File: src/rtl/uart_rx_pkg.sv
// Shared definitions for the UART receive path: frame-assembler state encoding and default word size.
package uart_rx_pkg;

    localparam int DATA_BITS_DEFAULT = 8;

    typedef enum logic [1:0] {
        IDLE   = 2'd0,
        DATA   = 2'd1,
        PARITY = 2'd2,
        STOP   = 2'd3
    } rx_state_e;

endpackage

File: src/rtl/uart_rx_frame_assembler_if.sv
// Holding-register handshake between the frame assembler (master) and its consumer (slave).
// rx_valid/rx_ready: a word transfers on any clk edge where both are 1; rx_data is stable while rx_valid=1 and no transfer happens.
interface uart_rx_frame_assembler_if
    import uart_rx_pkg::*;
#(
    parameter int DATA_BITS = DATA_BITS_DEFAULT
);
    logic [DATA_BITS-1:0] rx_data;
    logic                 rx_valid;
    logic                 rx_ready;

    modport master (output rx_data, output rx_valid, input rx_ready);
    modport slave  (input rx_data, input rx_valid, output rx_ready);
endinterface

File: src/rtl/uart_rx_frame_assembler.sv
// Assembles sampled UART bits into words with a one-deep holding register and error pulses.
// Optional parity stage is compiled in with `define UART_RX_PARITY_EN (parameter PARITY_ODD then selects odd/even).
module uart_rx_frame_assembler
    import uart_rx_pkg::*;
#(
    parameter int DATA_BITS = DATA_BITS_DEFAULT
`ifdef UART_RX_PARITY_EN
    , parameter bit PARITY_ODD = 1'b0
`endif
) (
    input  logic       clk,
    input  logic       rst,
    input  logic       start_detected,
    input  logic       bit_valid,
    input  logic       bit_sample,
    output logic       frame_done,
    output logic       framing_err,
    output logic       overrun_err,
    output logic       parity_err,
    output logic [1:0] state_dbg,
    uart_rx_frame_assembler_if.master rx
);

    localparam logic [1:0] S_IDLE   = IDLE;
    localparam logic [1:0] S_DATA   = DATA;
    localparam logic [1:0] S_PARITY = PARITY;
    localparam logic [1:0] S_STOP   = STOP;

    logic [1:0]           state;
    logic [3:0]           bit_cnt;
    logic [DATA_BITS-1:0] shreg;
    logic                 bit_accept;
    logic                 frame_end;
    logic                 par_bad;
    logic                 frame_good;
    logic                 load;
    logic                 overrun;

    // start_detected outranks a coincident bit_valid, so a bit is only consumed without a start
    assign bit_accept = bit_valid && !start_detected;
    assign frame_end  = bit_accept && (state == S_STOP);
    assign frame_good = frame_end && bit_sample && !par_bad;
    assign load       = frame_good && (!rx.rx_valid || rx.rx_ready);
    assign overrun    = frame_good && rx.rx_valid && !rx.rx_ready;
    assign state_dbg  = state;

`ifdef UART_RX_PARITY_EN
    logic par_bit;

    assign par_bad = ((^shreg) ^ par_bit) != PARITY_ODD;

    always_ff @(posedge clk) begin
        if (rst) begin
            par_bit    <= 1'b0;
            parity_err <= 1'b0;
        end else begin
            if (bit_accept && (state == S_PARITY)) begin
                par_bit <= bit_sample;
            end
            parity_err <= frame_end && par_bad;
        end
    end
`else
    assign par_bad    = 1'b0;
    assign parity_err = 1'b0;
`endif

    always_ff @(posedge clk) begin
        if (rst) begin
            state       <= S_IDLE;
            bit_cnt     <= '0;
            shreg       <= '0;
            rx.rx_data  <= '0;
            rx.rx_valid <= 1'b0;
            frame_done  <= 1'b0;
            framing_err <= 1'b0;
            overrun_err <= 1'b0;
        end else begin
            frame_done  <= frame_end;
            framing_err <= frame_end && !bit_sample;
            overrun_err <= overrun;

            // a load with a concurrent read replaces the word and keeps rx_valid high
            if (load) begin
                rx.rx_data  <= shreg;
                rx.rx_valid <= 1'b1;
            end else if (rx.rx_valid && rx.rx_ready) begin
                rx.rx_valid <= 1'b0;
            end

            if (start_detected) begin
                state   <= S_DATA;
                bit_cnt <= '0;
                shreg   <= '0;
            end else if (bit_valid) begin
                case (state)
                    S_DATA: begin
                        shreg   <= {bit_sample, shreg[DATA_BITS-1:1]};
                        bit_cnt <= bit_cnt + 4'd1;
                        if (bit_cnt == 4'(DATA_BITS - 1)) begin
`ifdef UART_RX_PARITY_EN
                            state <= S_PARITY;
`else
                            state <= S_STOP;
`endif
                        end
                    end
`ifdef UART_RX_PARITY_EN
                    S_PARITY: state <= S_STOP;
`endif
                    S_STOP:   state <= S_IDLE;
                    default:  state <= S_IDLE;
                endcase
            end
        end
    end

endmodule

File: src/flat_wrapper.sv
// flat-port wrapper written by rule: the top's interface ports become plain ports
module uart_rx_frame_assembler_flat import uart_rx_pkg::*;
#(
    parameter int DATA_BITS = DATA_BITS_DEFAULT

)
  (clk, rst, start_detected, bit_valid, bit_sample, frame_done, framing_err, overrun_err, parity_err, state_dbg, rx_rx_data, rx_rx_valid, rx_rx_ready);
  uart_rx_frame_assembler_if #(.DATA_BITS(DATA_BITS)) rx_i ();
  input  logic clk;
  input  logic rst;
  input  logic start_detected;
  input  logic bit_valid;
  input  logic bit_sample;
  output logic frame_done;
  output logic framing_err;
  output logic overrun_err;
  output logic parity_err;
  output logic [1:0] state_dbg;
  output wire logic [$bits(rx_i.rx_data)-1:0] rx_rx_data;
  output wire logic [$bits(rx_i.rx_valid)-1:0] rx_rx_valid;
  input wire logic [$bits(rx_i.rx_ready)-1:0] rx_rx_ready;
  assign rx_rx_data = rx_i.rx_data;
  assign rx_rx_valid = rx_i.rx_valid;
  assign rx_i.rx_ready = rx_rx_ready;
  uart_rx_frame_assembler #(.DATA_BITS(DATA_BITS)) u_core (.clk(clk), .rst(rst), .start_detected(start_detected), .bit_valid(bit_valid), .bit_sample(bit_sample), .frame_done(frame_done), .framing_err(framing_err), .overrun_err(overrun_err), .parity_err(parity_err), .state_dbg(state_dbg), .rx(rx_i));
endmodule
File: config.mk
export PLATFORM = sky130hd
export DESIGN_NAME = uart_rx_frame_assembler_flat
export DESIGN_NICKNAME = d
export VERILOG_FILES = /design/src/rtl/uart_rx_pkg.sv /design/src/rtl/uart_rx_frame_assembler_if.sv /design/src/rtl/uart_rx_frame_assembler.sv /design/src/flat_wrapper.sv
export SDC_FILE = /design/constraint.sdc
export NUM_CORES = 1
export LEC_CHECK = 0
export ABC_AREA = 1
export BUFFER_PORTS_ARGS = -buffer_cell sky130_fd_sc_hd__buf_2
export CORE_MARGIN = 3
export CORE_UTILIZATION = 30
export DETAILED_ROUTE_END_ITERATION = 10
export GPL_ROUTABILITY_DRIVEN = 1
export PLACE_DENSITY = 0.6
export SLEW_MARGIN = 20
export SYNTH_ARGS = -nofsm -noshare
export SYNTH_HDL_FRONTEND = slang
export SYNTH_SLANG_ARGS = --single-unit
File: constraint.sdc
create_clock -name clk -period 0.91 [get_ports clk]
set_input_delay 0.0455 -clock clk [delete_from_list [all_inputs] [get_ports clk]]
set_output_delay 0.0455 -clock clk [all_outputs]
set_load 0.05 [all_outputs]
==> results.json <==
{
  "via_count": 981,
  "power_mw": 1.900,
  "vdd_ir_drop_max_mv": 0.4680,
  "synth_area_leaders": "dfxtp_1 48%, inv_1 11%, nand2_1 8.6%, nor2_1 6.2%, nand4_1 5.2%",
  "final_cells": 228,
  "hold_depth": 2,
  "port-buffer-count": 19,
  "setup_ws_ns": -0.2184,
  "die_x_um": 66.24,
  "root_buffer": "clkbuf_4",
  "cp-start-kind": "flop",
  "initial_core_util_pct": 31.87,
  "period_share_pct": 124.0,
  "ys_seq_area_share_pct": 47.82,
  "power_leakage_nw": 0.6862,
  "ys_warn_count": 0,
  "reg2regPathDepth": 6,
  "synth_ff_type": "dfxtp_1",
  "async_flop_share_pct": 0,
  "final_max_slew_viol_count": 0,
  "gp_congestion": 0.7344,
  "synthSimpleGateAreaFrac_pct": 24.94,
  "hold_class": "input pin to flop",
  "htreeDepth": 1,
  "num_io_pins": 21,
  "wl_per_cell_um": 9.895,
  "worstPathArrival_ns": 1.08,
  "netlist.area_leader.share_pct": 47.82,
  "syn_area_um2": 1089,
  "synthMostInstantiatedCell": "inv_1",
  "grt_use_total_pct": 11.33,
  "syn-num-nets": 155,
  "clkSinkCount": 26,
  "grt_pass1_wl_mm": 3.905,
  "clk_pin_slew_ns": 0.14,
  "grt_max_degree": 15,
  "finClkSkew_ns": 0.005100,
  "clockBufferDepth": 2,
  "clock_latency_ns": 0.31,
  "drt_iter0_drc": 41,
  "core_area_um2": 3416,
  "ant_nets": 0,
  "placed_cells": 215,
  "antenna_cells": 0,
  "grt_pass1_vias": 913,
  "drv_cap": 0,
  "synth-edff-count": 0,
  "synthCells": 148,
  "status": "complete, but fails checks",
  "via_per_inst": 4.303,
  "synth_top_area_cell": "dfxtp_1",
  "num_rows": 21,
  "cts_buffers": 3,
  "fp.dieH_um": 66.24,
  "grt_overflow": 0,
  "area_growth_pct": 41.49,
  "synthMuxAreaShare_pct": 0,
  "path_max_fanout": 3,
  "synth_area_per_cell_um2": 7.355,
  "finalSetupViolations": 28,
  "cp.required_ns": 0.86,
  "wl_mm": 2.256,
  "yosys_register_bits": 26,
  "finalHoldViolations": 0,
  "synth_cell_type_count": 19,
  "fin_crit_ns": 1.128,
  "dp.final_hpwl_mm": 1.449,
  "cts_tree": "built",
  "dr.pass1.iters": 4,
  "antenna_found_initial": 0,
  "path_class": "flop to output pin",
  "power_density_nw_per_um2": 1234,
  "synth_compound_area_share_pct": 10.92,
  "crit_path_end_kind": "output pin",
  "holdWs_ns": 0.07294,
  "synth_top_family_by_area": "simple AND/OR/NAND/NOR gates",
  "die_area_um2": 4387,
  "violations": "negative setup slack",
  "drc": 0,
  "rsz0062_at_grt": "yes",
  "drive_above_1_share_pct": 32.42,
  "synth_xor_area_share_pct": 0,
  "synthTopCellsByCount": "32 x inv_1, 26 x dfxtp_1, 25 x nand2_1, 18 x nor2_1",
  "synth_fa_ha_area_share_pct": 1.149,
  "fmax_mhz": 886.2,
  "final_nets": 190
}
-- worst paths after layout --
path	end	from	slack (ns)
setup reg to reg	u_core.rx.rx_data[1]$_SDFFE_PP0P_	u_core.state_dbg[1]$_SDFFE_PP0P_	-0.19
hold reg to reg	u_core.shreg[5]$_SDFFE_PP0P_	u_core.shreg[6]$_SDFFE_PP0P_	0.48
setup / recovery	state_dbg[1]	u_core.state_dbg[1]$_SDFFE_PP0P_	-0.22
hold / removal	u_core.framing_err$_SDFF_PP0_	bit_sample	0.07
-- layer usage --
layer  vias to the layer above  track usage [%]  wire length [um]
li1                        530                -                 -
met1                       436            13.46              1019
met2                        13            19.83              1157
met3                         2            2.551                60
met4                         0            3.807                19
met5                         -                0                 0
-- power breakdown --
| part | internal, mW | switching (mW) |
|---|---|---|
| sequential | 1.15 | 0.00939 |
| combinational | 0.0641 | 0.103 |
| clock | 0.244 | 0.330 |
-- cell usage in the layout, fill, tap and decap left out --
master / count
nor2_2: 2
nand3_4: 1
buf_6: 14
nor2_1: 17
buf_2: 5
nor3b_2: 1
buf_8: 3
nand3_1: 1
nand2_4: 2
a21oi_1: 10
o21ai_0: 10
inv_1: 32
dfxtp_1: 16
clkbuf_4: 3
conb_1: 1
clkinv_1: 1
nor2_4: 1
dfxtp_4: 2
clkbuf_8: 1
dlygate4sd3_1: 1
nand2_2: 3
buf_4: 11
a31oi_1: 3
ha_1: 1
nand3_2: 1
nand4_1: 9
dfxtp_2: 8
buf_12: 1
nand2_1: 21
-- kinds of logic (layout without fill, tap and decap cells) --
logic type               Yosys count  count (layout)
other                              1               1
AO/OA/AOI/OAI                     23              23
AND/OR/NAND/NOR                   58              59
buffers and inverters             39              72
adder cells (fa/ha/maj)            1               1
flip-flops                        26              26
-- sequential cells by signal, indices dropped and copies added, names as in the netlist --
register / count
u_core.rx.rx_data: 8
u_core.shreg: 8
u_core.bit_cnt: 4
u_core.state_dbg: 2
u_core.frame_done: 1
u_core.framing_err: 1
u_core.overrun_err: 1
u_core.rx.rx_valid: 1
-- final cells by class --
cell class,instances,area [um^2]
Sequential cell,26,538.0
Timing Repair Buffer,35,340.3
Clock buffer,4,36.28
Tap cell,46,57.56
Fill cell,352,1876
Inverter,33,123.9
Multi-Input combinational cell,84,444.2
-- critical path, cell delays in order, from the launching register on --
cell,delay (ns)
dfxtp_4,0.39
buf_4,0.14
buf_6,0.11
buf_8,0.14
-- through the flow --
stage	setup TNS [ns]	setup slack, ns	utilization, %	cell area, um^2
after floorplan	-3.949	-0.1936	-	1100
after global placement	-2.912	-0.1922	37.33	1275
after detailed placement	-2.915	-0.1827	37.33	1275
after CTS	-3.319	-0.1582	42.60	1455
after global routing	-5.645	-0.2793	45.09	1540
final	-3.283	-0.2184	45.09	1540
-- timing repair --
item	in CTS	in global routing
endpoints found under the setup margin	39	38
endpoints found under the hold margin	1	0
hold buffers	1	0
buffers inserted	4	3
cloned	0	1
gates resized for setup	29	19
pin swaps	2	3
Power figures use the tool's default switching activity.
